--- config.mk ---
export PLATFORM = sky130hd
export DESIGN_NAME = core_mem_arbiter
export DESIGN_NICKNAME = d
export VERILOG_FILES = /design/src/rtl/core_mem_arbiter.sv
export SDC_FILE = /design/constraint.sdc
export NUM_CORES = 1
export LEC_CHECK = 0
export CORE_AREA = 3 3 106 108
export DETAILED_ROUTE_END_ITERATION = 10
export DIE_AREA = 0 0 109 111
export PLACE_DENSITY = 0.79
export SYNTH_ARGS = -nofsm -noshare
export SYNTH_HDL_FRONTEND = slang
export SYNTH_SLANG_ARGS = --single-unit
--- constraint.sdc ---
create_clock -name clk -period 1.8 [get_ports clk]
set_clock_uncertainty 0.1 [all_clocks]
set_input_delay 0.36 -clock clk [delete_from_list [all_inputs] [get_ports clk]]
set_output_delay 0.36 -clock clk [all_outputs]
set_load 0.01 [all_outputs]
--- src/rtl/core_mem_arbiter.sv ---
// rtl/core_mem_arbiter.sv - two-requester (instruction/data) arbiter onto one memory port
//
// Ports:
//   clk, rst                 core clock; synchronous active-high reset
//   insn_req/insn_addr       instruction-fetch request (word address)
//   insn_ready/fault/rdata   instruction completion, valid only while insn_ready=1
//   data_req/addr/write/     data request; data_lock chains back-to-back
//     wdata/be/lock          transactions without returning to IDLE
//   data_ready/fault/rdata   data completion, valid only while data_ready=1
//   mem_start/addr/write/    memory command, all driven from latched registers;
//     data_wr/be             mem_start pulses on the first cycle of a transaction
//   mem_ready/fault/data_rd  memory completion strobe and response
//
// STARVE_LIMIT: data grants taken while an instruction fetch waits before the
// instruction port is forced to win (counter is 3 bits, so at most 7).
module core_mem_arbiter #(
  parameter int STARVE_LIMIT = 4
) (
  input  logic        clk,
  input  logic        rst,

  input  logic        insn_req,
  input  logic [29:0] insn_addr,
  output logic        insn_ready,
  output logic        insn_fault,
  output logic [31:0] insn_rdata,

  input  logic        data_req,
  input  logic [29:0] data_addr,
  input  logic        data_write,
  input  logic [31:0] data_wdata,
  input  logic [3:0]  data_be,
  input  logic        data_lock,
  output logic        data_ready,
  output logic        data_fault,
  output logic [31:0] data_rdata,

  output logic        mem_start,
  output logic [29:0] mem_addr,
  output logic        mem_write,
  output logic [31:0] mem_data_wr,
  output logic [3:0]  mem_be,
  input  logic        mem_ready,
  input  logic        mem_fault,
  input  logic [31:0] mem_data_rd
);

  typedef enum logic [1:0] {
    IDLE = 2'd0,
    INSN = 2'd1,
    DATA = 2'd2
  } state_t;

  localparam logic [2:0] LIMIT = 3'(STARVE_LIMIT);

  state_t     state;
  logic [2:0] starve;

  logic starved;
  logic grant_insn;
  logic grant_data;
  logic relock;
  logic load_data;
  logic starve_inc;

  assign starved    = (starve == LIMIT);
  assign grant_insn = (state == IDLE) && insn_req && (!data_req || starved);
  assign grant_data = (state == IDLE) && !grant_insn && data_req;
  // A locked data completion immediately re-grants data, bypassing starvation.
  assign relock     = (state == DATA) && mem_ready && data_lock && data_req;
  assign load_data  = grant_data || relock;
  // Only data grants taken while a fetch is actually waiting count as starvation.
  assign starve_inc = load_data && insn_req && (starve != LIMIT);

  always_ff @(posedge clk) begin
    if (rst) begin
      state       <= IDLE;
      starve      <= 3'd0;
      mem_start   <= 1'b0;
      mem_addr    <= 30'd0;
      mem_write   <= 1'b0;
      mem_data_wr <= 32'd0;
      mem_be      <= 4'd0;
    end else begin
      mem_start <= 1'b0;

      if (grant_insn) begin
        mem_start   <= 1'b1;
        mem_addr    <= insn_addr;
        mem_write   <= 1'b0;
        mem_data_wr <= 32'd0;
        mem_be      <= 4'b1111;
        starve      <= 3'd0;
      end else if (load_data) begin
        mem_start   <= 1'b1;
        mem_addr    <= data_addr;
        mem_write   <= data_write;
        mem_data_wr <= data_wdata;
        mem_be      <= data_be;
        if (starve_inc) begin
          starve <= starve + 3'd1;
        end
      end

      case (state)
        IDLE: begin
          if (grant_insn) begin
            state <= INSN;
          end else if (grant_data) begin
            state <= DATA;
          end
        end
        INSN: begin
          if (mem_ready) begin
            state <= IDLE;
          end
        end
        DATA: begin
          if (mem_ready && !relock) begin
            state <= IDLE;
          end
        end
        default: state <= IDLE;
      endcase
    end
  end

  // Completion is returned combinationally in the mem_ready cycle; reset
  // suppresses it so a dropped transaction never reports back.
  assign insn_ready = !rst && (state == INSN) && mem_ready;
  assign data_ready = !rst && (state == DATA) && mem_ready;
  assign insn_fault = insn_ready && mem_fault;
  assign data_fault = data_ready && mem_fault;
  assign insn_rdata = insn_ready ? mem_data_rd : 32'd0;
  assign data_rdata = data_ready ? mem_data_rd : 32'd0;

endmodule

# Yosys cells after proc, flatten, opt, wreduce, memory -nomap -nowiden
# Index checks and enable logic that the tools add are counted.
[totals]
regBits = 73
wordCells = 55
[classes]
muxes = 13
eq_ne = 7
reduce_logical = 27
add_sub_neg = 1
[ops]
columns = ["cell", "count"]
rows = [
  ["two-way mux 32 bit", 2],
  ["two-way mux 30 bit", 2],
  ["logical AND 1 bit", 16],
  ["two-way mux 2 bit", 4],
  ["two-way mux 4 bit", 2],
  ["inequality test 3 bit (second input constant)", 2],
  ["one-hot mux 2 bit (3 select lines)", 1],
  ["zero test 1 bit", 4],
  ["adder 3 x 1 -> 3 bit (second input constant)", 1],
  ["equality test 3 bit (second input constant)", 1],
  ["AND reduction 3 bit", 1],
  ["equality test 2 x 1 -> 1 bit (second input constant)", 1],
  ["equality test 2 bit (second input constant)", 1],
  ["zero test 2 bit", 1],
  ["logical OR 1 bit", 2],
  ["two-way mux 1 bit", 2],
  ["inequality test 2 x 1 -> 1 bit (second input constant)", 1],
  ["inequality test 2 bit (second input constant)", 1],
  ["AND reduction 2 bit", 1],
  ["nonzero test 2 bit", 1],
  ["OR reduction 2 bit", 1],
]

# Logic depth before layout (Yosys ltp)
[logic_depth]
depth_word = 10
ltp_mapped = 9

# Worst setup path after synthesis
# No wires, ideal clock.
[synth_timing]
kind = "input-to-output"
from = "in rst"
to = "out data_rdata[22]"
path_slack_ps = 30
t_arrival_ps = 1310
required_ps = 1340
path_stages = 4
path_buffers = 2
path_cell_list = "clkbuf_1 and3b_1 clkbuf_1 and2_1"
[synth_via]
elab_chain_cells = 4
[synth_rtl]
columns = ["item", "line", "text"]
rows = [
  ["start, declared", "20", "input logic rst,"],
  ["zero test 1 bit", "131", "assign data_ready = !rst && (state == DATA) && mem_ready;"],
  ["logical AND 1 bit (2 in series)", "131", ""],
  ["net data_ready", "34", "output logic data_ready,"],
  ["two-way mux 32 bit", "135", "assign data_rdata = data_ready ? mem_data_rd : 32'd0;"],
  ["end, declared", "36", "output logic [31:0] data_rdata,"],
]
# The timed path passes the listed nets, and every way through them passes these cells.

# Final worst setup path
[layout_timing]
from = "reg state[1]"
to = "out insn_rdata[31]"
[layout_via]
elab_chain_cells = 4
[layout_rtl]
columns = ["item", "line", "text"]
rows = [
  ["start, declared", "56", "state_t state;"],
  ["start signal, assigned", "77", "state <= IDLE;"],
  ["start signal, assigned", "108", "state <= INSN;"],
  ["start signal, assigned", "110", "state <= DATA;"],
  ["equality test 2 x 1 -> 1 bit", "130", "assign insn_ready = !rst && (state == INSN) && mem_ready;"],
  ["logical AND 1 bit (2 in series)", "130", ""],
  ["two-way mux 32 bit", "134", "assign insn_rdata = insn_ready ? mem_data_rd : 32'd0;"],
  ["end, declared", "26", "output logic [31:0] insn_rdata,"],
]
# Every way passes these cells.

==> results.md <==
* Die W at ~110 um
* Worst endpoint data arrival time at roughly 1.5 ns
* Post-route setup TNS at -8.84 ns
* Crit path cell chain: and4bb_2 -> buf_6 -> buf_16 -> and2_4 -> buf_6
* Worst min path class: flop to flop
* Buf/Inv on CP at 3
* Ratio of cells with drive above 1 in the final layout at approximately 28%
* Commonest non-fill, non-tap cell in the layout: clkdlybuf4s50_1
* Residual DRC count at 0
* Type of origin of the critical path: flop
* Clock Latency Late Sink at around 0.33 ns
* H-Tree Depth at 3
* GRT Overall Usage at a little over a fifth
* Iter 0 DRT Violations at 150
* Tightest Pin Transition at approximately 0.30 ns
* Total chip power at roughly 4.2 mW
* Ranking of synthesized cells by area: dfxtp_1 (43%), and2_1 (12%), mux2i_1 (8.8%)
* First-pass GRT wire length at 20100 um
* Seq cells post-synth at 73
* Post-Route WL at 13300 um
* Placed cells at between 700 and 800
* Port buffer count at 271
* YS warnings at 0
* Synth Net Count at 514
* Setup-failing EPs final at 68
* Max-Cap Viols at 0
* Worst VDD drop at 0.000431 V
* Tcrit/Tclk final at 109%
* Register Area at about 0.0015 sq mm
* Yosys top cell area share at 42.9%
* Core area at just over 0.01 sq mm
* Die ar. at ~0.012 sq mm
* Fin nets at 801
* Avg WL per Cell at 16.5 um
* Starting Density at 33.0%
* Worst Path Required at between 1 and 1.5 ns
* CP delay by family, top: simple AND/OR/NAND/NOR gates
* Height of the die at between 100 and 150 um
* Failing checks: negative setup slack
* Slew Limit Headroom at about four fifths
* Number of global-route vias before repair at around 3900
* Syn avg cell area at a little over 9 sq um
* CTS tree: done
* Top-Level Pins at ~270
* Leakage power at 2.76 nW
* CTS max path bufs at 2
* Final core occ at between 60% and 70%
* Sequential share of the synthesized area at 42.9%
* Row count at 37
* CTS Buf Count at 9
* GPL Wtd Cong at 0.835
* Remaining antenna violation count at 0
* Avg Vias per Cell at approximately 4.7
* Pwr Density at 617 mW/mm^2
* Leading area contributor after synthesis: dfxtp_1
* Fill cells at ~830
* Pins Over Slew Limit at 0
* Area of the multi-input gates at between 0.0015 and 0.002 sq mm
* Pin count of the biggest net entering global routing at 40
* Clock sinks at 73
* Min Tclk post-route at 1.96 ns
* Vias post-DR at about 3800
* Synth unique cells at 34
* Status: complete, but fails checks
* Cell Area, Synth at ~0.0034 sq mm
* RSZ-0062 raised after global routing: yes
* Final hold violation count at 0
* CP max stage delay at between 0.3 and 0.4 ns
* Non-Filler Instances at 808
* Top cell by count, worst path: buf_6
* Dpl hpwl at around 10000 um
* Worst slack, placed at -0.646 ns
* Post-Syn Instances at ~380
* Total iterations of the first detailed-routing run at 4
* Clock root buffer: clkbuf_8
* DP Area at 0.00641 sq mm
* Critical Path Sink Type: output port
* Layout area overhead at 100%
* GRT overflow at 0
* Type of the worst setup path: flop to output port
* Final instance area at about 0.0068 sq mm
* Setup ws final at -0.161 ns
* Initial antenna violation count at 4
* Most frequent cells in the layout: clkdlybuf4s50_1 (201), dfxtp_1 (69), nand2_1 (61)
* CP max-delay cell: dfxtp_2
* Reg clk slew, reported paths at 0.08 ns
* Worst Path Max Fanout at 8
* Hold WS at 0.352 ns
* F_max at 510 MHz
-- sequential cells by signal, summed over array words and instances, names as in the netlist --
| register | count |
|---|---|
| mem_start | 1 |
| mem_write | 1 |
| mem_addr | 30 |
| mem_be | 4 |
| mem_data_wr | 32 |
| starve | 3 |
| state | 2 |
-- report_power, final --
group          leakage [nW]  total (mW)  internal, mW  switching [mW]
Combinational          2.08        1.27         0.767           0.501
Clock                0.0785        1.13         0.502           0.626
Sequential            0.602        1.81          1.75          0.0679
Total                  2.76        4.21          3.02            1.19
-- worst min-delay path: cells and delay by family (launching register included) --
| family | cells | cell delay (ns) |
|---|---|---|
| AOI/OAI and AO/OA | 1 | 0.05 |
| DFF | 1 | 0.31 |
| and+or+nand+nor | 1 | 0.05 |
-- per-layer routing --
metal	up-vias	GRT usage, %	part of all wire, %
li1	1863	-	-
met1	1743	19.0	32
met2	187	40.4	54
met3	35	6.35	9.5
met4	0	12.0	4.3
met5	-	0	0
-- worst paths after layout --
kind,startpoint,end,slack (ns),cells after the start
worst max-delay path,state[1],insn_rdata[31],-0.16,5
worst min-delay path,mem_data_wr[3],mem_data_wr[3],0.35,2
worst max register to register,starve[0],mem_addr[13],0.06,7
worst min register to register,mem_data_wr[3],mem_data_wr[3],0.35,2
-- repair_timing --
item / CTS / global route
pin swaps: 17 / 12
hold buffers: 0 / 0
endpoints found under the setup margin: 99 / 132
gates cloned: 6 / 0
setup buffers: 4 / 2
resized for setup: 328 / 51
-- kinds of logic (layout without fill, tap and decap cells) --
| group | after synthesis | after routing | share of synthesized area, % |
|---|---|---|---|
| other cells | 0 | 4 | 0 |
| buf+inv | 31 | 323 | 5.69 |
| fa+ha+maj | 2 | 2 | 0.734 |
| mux | 30 | 30 | 8.81 |
| compound gates | 75 | 75 | 16.4 |
| flops | 73 | 73 | 42.9 |
| simple gates | 165 | 165 | 25.4 |
-- cell type report --
cell class,count,share of cell area (%)
antenna,4,0.147
clock buffer,10,1.87
clock inverter,6,0.660
inverter,2,0.110
multi-input combinational,272,27.9
sequential,73,21.5
tap,136,2.49
timing repair buffer,305,45.3
-- Yosys cell counts --
cell type and instances:
a211oi_2 1, a21bo_1 1, a21oi_1 27, a21oi_2 10, a31oi_1 1, a32o_2 1, a32oi_1 1, a32oi_2 1
and2_1 67, and3_1 1, and3b_1 1, and4bb_1 1, buf_2 11, buf_4 3, buf_6 4, buf_8 2
clkbuf_1 9, dfxtp_1 73, ha_1 2, inv_1 2, mux2i_1 30, nand2_1 62, nand2_2 10, nand2b_1 1
nand3_2 1, nand4_1 1, nor2_1 7, nor2b_2 1, nor3_1 9, nor3b_1 1, o21ai_1 2, o2bb2ai_1 30
or3_1 1, or3b_2 1
Power figures use the tool's default switching activity.
==> patch 1, RTL diff (config.mk and constraints unchanged) <==
Put a register stage on the outputs `insn_fault` and `data_fault`, with the module's reset. The values now appear one clock later. The other outputs are not delayed to match.
--- a/src/rtl/core_mem_arbiter.sv
+++ b/src/rtl/core_mem_arbiter.sv
@@ -129,8 +129,15 @@
   // suppresses it so a dropped transaction never reports back.
   assign insn_ready = !rst && (state == INSN) && mem_ready;
   assign data_ready = !rst && (state == DATA) && mem_ready;
-  assign insn_fault = insn_ready && mem_fault;
-  assign data_fault = data_ready && mem_fault;
+  always_ff @(posedge clk) begin
+    if (rst) begin
+      insn_fault <= '0;
+      data_fault <= '0;
+    end else begin
+      insn_fault <= insn_ready && mem_fault;
+      data_fault <= data_ready && mem_fault;
+    end
+  end
   assign insn_rdata = insn_ready ? mem_data_rd : 32'd0;
   assign data_rdata = data_ready ? mem_data_rd : 32'd0;
 
Check against the original RTL: not equivalent (a bounded check fails within 4 cycles, from zero or initial values and one cycle with rst high).
==> patch 1 against the unedited design <==
- the run still ends with negative setup slack left
- area after synthesis is 1.2% higher
- sequential power is 3% higher
- cell area is 3.5% higher
- critical path depth is 1 higher
- power is 7.3% higher
- cell count is 0.87% higher
- global-route usage is 1.3 points higher
- sequential cell count is 2 higher
- worst setup slack worse by 0.11 ns
- utilization is 2.3 points higher
- routed wire length is 5.9% higher
- count of clock-buffer cells in the layout is 2 higher
- register-to-register slack hardly changed
==> patch 1: results (changes against the unedited design) <==
The maximum fanout along the worst path was 5 (-3). The detailed-placement wirelength estimate is 10300 µm (+1.7%). The clock root buffer is sky130_fd_sc_hd__clkbuf_8.

The global placement routability congestion is 0.897 (+7.4%). The sequential fraction of the synthesis area is 0.435 (+0.00663). The post-detailed-route via-to-cell ratio was 4.76 (+0.44%). The final routed wirelength across all metal layers is 14100 µm (+5.9%). The number of fill cells in the layout came out at 796 (-4.0%). The maximum clock insertion buffer count came out at 2 (unchanged). The number of levels in the clock H-tree came out at 3 (unchanged). The number of endpoints failing setup at the final stage is 66 (-2.9%).

The worst slack after detailed placement is -0.667 ns (-0.0212 ns). The aggregate global-route resource usage is 0.224 (+0.0125). The clock latency on the worst-skew pair is between 0.3 and 0.4 ns. The placed cell area came out at 0.00643 mm² (+0.27%).

The data arrival time of the worst path is 1.61 ns (+0.11 ns). The wire length of the first global-routing pass is 20900 µm (+4.3%). The transition time at the pin with the least slew margin came out at 0.310 ns (+0.0117 ns). The leakage power is 2.88 nW (+4.5%).

The number of nets produced by synthesis is 516 (+0.39%). The pin count of the biggest net entering global routing is 30 (-25%). The total number of nets in the final design is 807 (+0.75%).

By count the netlist is led by sky130_fd_sc_hd__dfxtp_1, sky130_fd_sc_hd__and2_1, sky130_fd_sc_hd__nand2_1. The number of violations reported at the end of detailed-routing iteration 0 came out at 167 (+11%). The checks that failed: negative setup slack. The setup slack after layout came to -0.268 ns (-0.106 ns).

The run finished, with violations left. By area the synthesized netlist is led by sky130_fd_sc_hd__dfxtp_1, sky130_fd_sc_hd__and2_1, sky130_fd_sc_hd__mux2i_1. The initial antenna violation count came out at 5 (+1).

The clock-pin slew on the worst setup and hold paths came out at 0.08 ns (about the same). The maximum resistive drop on vdd came to 0.496 mV (+15%). The async set-or-reset flop fraction in the synthesized netlist is 0 (unchanged). The via count of the first global-routing pass is 3938 (+0.51%). The proportion of layout cells with a drive suffix above 1 is 0.298 (+0.0153).
[patch 1: cell types whose count changed after synthesis]
cell | before | now
sky130_fd_sc_hd__dfxtp_1 | 73 | 75
[patch 1: final cells by class]
cell class / instances / share of cell area
inverter: 2 / 0.00106
multi-input combinational: 272 / 0.271
tap: 136 / 0.0241
clock buffer: 12 / 0.0234
sequential: 75 / 0.213
timing repair buffer: 309 / 0.459
clock inverter: 4 / 0.00673
antenna: 5 / 0.00177
[patch 1: worst max-delay path, cell delays in order, from the launching register on]
cell                       delay, ns
sky130_fd_sc_hd__dfxtp_2        0.34
sky130_fd_sc_hd__and4bb_2       0.27
sky130_fd_sc_hd__buf_6          0.14
sky130_fd_sc_hd__buf_12         0.13
sky130_fd_sc_hd__buf_16         0.13
sky130_fd_sc_hd__and2_4         0.15
sky130_fd_sc_hd__buf_6          0.11
[patch 1: worst paths after layout]
kind	startpoint	to	depth (start not counted)	slack, ns
setup / recovery	state[1]	insn_rdata[4]	6	-0.27
hold / removal	mem_data_wr[6]	mem_data_wr[6]	2	0.35
hold reg to reg	mem_data_wr[6]	mem_data_wr[6]	2	0.35
setup reg to reg	starve[1]	starve[2]	7	0.06
[patch 1: per-layer routing]
metal,global-route usage,part of all wire
met5,0,0
met4,0.135,0.037
met3,0.0670,0.090
met2,0.419,0.54
met1,0.205,0.33
[patch 1: through the flow]
step / cells / util / TNS, ns
6_report: 815 / 0.684 / -12.86
5_1_grt: 815 / 0.684 / -17.05
4_1_cts: 811 / 0.668 / -16.09
3_5_place_dp: 777 / 0.623 / -59.20
3_3_place_gp: 777 / 0.623 / -53.56
2_1_floorplan: 378 / - / 0
[patch 1: report_power, final]
part | total [W] | internal, W | leakage, nW | switching [W]
registers | 0.00186 | 0.00179 | 0.618 | 0.0000712
clock network | 0.00138 | 0.000750 | 0.108 | 0.000625
logic | 0.00128 | 0.000772 | 2.15 | 0.000508
total | 0.00452 | 0.00331 | 2.88 | 0.00120
[patch 1: timing repair]
action / 4_1_cts / 5_1_grt
pin swaps: 24 / 12
resized for setup: 339 / 52
setup buffers: 10 / 2
gates cloned: 8 / 0
hold buffers: 0 / 0
endpoints found under the setup margin: 85 / 88
endpoints found under the hold margin: 0 / 0
[patch 1: cells by family (layout without fill, tap and decap cells)]
| family | count (synthesis) | in the layout | share of synthesized area |
|---|---|---|---|
| adders and majority gates | 2 | 2 | 0.00726 |
| muxes | 30 | 30 | 0.0871 |
| AOI/OAI and AO/OA | 75 | 75 | 0.163 |
| buffers and inverters | 31 | 327 | 0.0562 |
| and+or+nand+nor | 165 | 165 | 0.251 |
| other | 0 | 5 | 0 |
| DFF | 75 | 75 | 0.435 |
==> patch 2, RTL diff (same settings) <==
Without the edit above. The 3 states of `state_t` get a one-hot encoding in 3 bits.
--- a/src/rtl/core_mem_arbiter.sv
+++ b/src/rtl/core_mem_arbiter.sv
@@ -45,10 +45,10 @@
   input  logic [31:0] mem_data_rd
 );
 
-  typedef enum logic [1:0] {
-    IDLE = 2'd0,
-    INSN = 2'd1,
-    DATA = 2'd2
+  typedef enum logic [2:0] {
+    IDLE = 3'b001,
+    INSN = 3'b010,
+    DATA = 3'b100
   } state_t;
 
   localparam logic [2:0] LIMIT = 3'(STARVE_LIMIT);
Function: same outputs for any inputs over 10 cycles, from zero or initial values and one cycle with rst high; not proved beyond that.
==> patch 2 against the unedited design <==
- the run still ends with negative setup slack left
- critical path depth is the same
- routed wire length increased by 22%
- sequential cell count increased by 1
- area after synthesis up 0.22%
- power grew 15%
- worst setup slack worse by 0.11 ns
- cell count rose by 12%
- first-iteration DRC count grew 68%
- cell area increased by 12%
- non-clock buffer count rose by 29
- combinational power rose by 37%
- via count rose by 17%
- fmax shrank 5.1%
==> patch 2: results (changes against the unedited design) <==
The depth of the worst hold-timing path came out at 3 (+1). The maximum fanout along the worst path came to 9 (+1). The checks that failed: negative setup slack. The total number of nets in the final design is 900 (+12%). The post-detailed-route via-to-cell ratio is 4.94 (+4.2%).

The leakage power is 3.13 nW (+14%). Yosys attributes the largest share of cell area to sky130_fd_sc_hd__dfxtp_1, sky130_fd_sc_hd__and2_1, sky130_fd_sc_hd__nand2_1. The setup slack after layout is -0.268 ns (-0.106 ns). The met1 usage in global routing came out at 0.225 (+0.0356).

The switching part of the total power is 0.294 (+0.0105). The tightest hold margin is 0.281 ns (-0.0706 ns). The wire length of the first global-routing pass is 21600 µm (+7.7%). The initial antenna violation count is 1 (-3). The startpoint identified for the worst hold timing path is rst.

The fraction of met3 tracks used by global routing is 0.0676 (+0.00408). The share of synthesized cell area in full adder, half adder and majority cells is 0.00733 (-0.0000161). In this run the critical register-to-register path is captured at mem_addr[8].

In this run the worst setup path terminates at data_rdata[4]. The transition time at the pin with the least slew margin came out at 0.463 ns (+0.165 ns). The flow ran to the end, but the final reports show violations.

The part of the power in combinational logic came out at 0.358 (+0.057). The detailed-routing iteration count for the pre-antenna-repair pass is 5 (+1). The commonest cells after synthesis are sky130_fd_sc_hd__dfxtp_1, sky130_fd_sc_hd__nand2_1, sky130_fd_sc_hd__nor2_1. The number of nets produced by synthesis is 591 (+15%). The power density relative to cell area is 636 mW/mm² (+3.0%). The fraction of synthesized area in multiplexers is 0 (-0.0881). The via count of the first global-routing pass came out at 4221 (+7.7%). The sequential fraction of the synthesis area is 0.434 (+0.00492).

The routed length per placed instance is 18.0 µm (+9.2%). The count of instances resized after the clock tree is built came to 293 (-11%). The proportion of layout cells with a drive suffix above 1 was 0.359 (+0.0756). The area fraction in compound gates after synthesis came to 0.0835 (-0.0809). The slack of the worst reg-to-reg path is -0.24 ns (-0.30 ns).

The number of cells on the worst reg-to-reg path is 8 (+1). The number of endpoints failing setup at the final stage came out at 136 (+100%). The sequential power is 0.00190 W (+5%).

The number of violations reported at the end of detailed-routing iteration 0 came out at 252 (+68%).
[patch 2: cell count changes after synthesis, sizes merged, moves of 3 or more]
cell     before  now
clkbuf        9   16
inv           2    5
mux2i        30    0
nor2          7   67
nor3          9   38
nor4          0   30
o2bb2ai      30    0
[patch 2: stage by stage]
step,instance area [µm²],instances
global route,7630,904
CTS,6570,881
finish,7630,904
detailed placement,6410,852
global placement,6410,852
floorplan,3430,453
[patch 2: routing by layer]
| layer | wire (µm) | vias to the layer above | part of all wire |
|---|---|---|---|
| met5 | 0 | - | 0 |
| met2 | 8820 | 208 | 0.54 |
| met4 | 601 | 0 | 0.037 |
| met1 | 5600 | 2073 | 0.34 |
| li1 | - | 2140 | - |
| met3 | 1280 | 42 | 0.079 |
[patch 2: cell type report]
class                   instances  area share
diodes                          1    0.000328
clock buffers                  14      0.0226
clock inverters                 2     0.00131
inverters                       5     0.00246
multi-input cells             338       0.287
flip-flops and latches         74       0.195
well taps                     136      0.0223
repair buffers                334       0.469
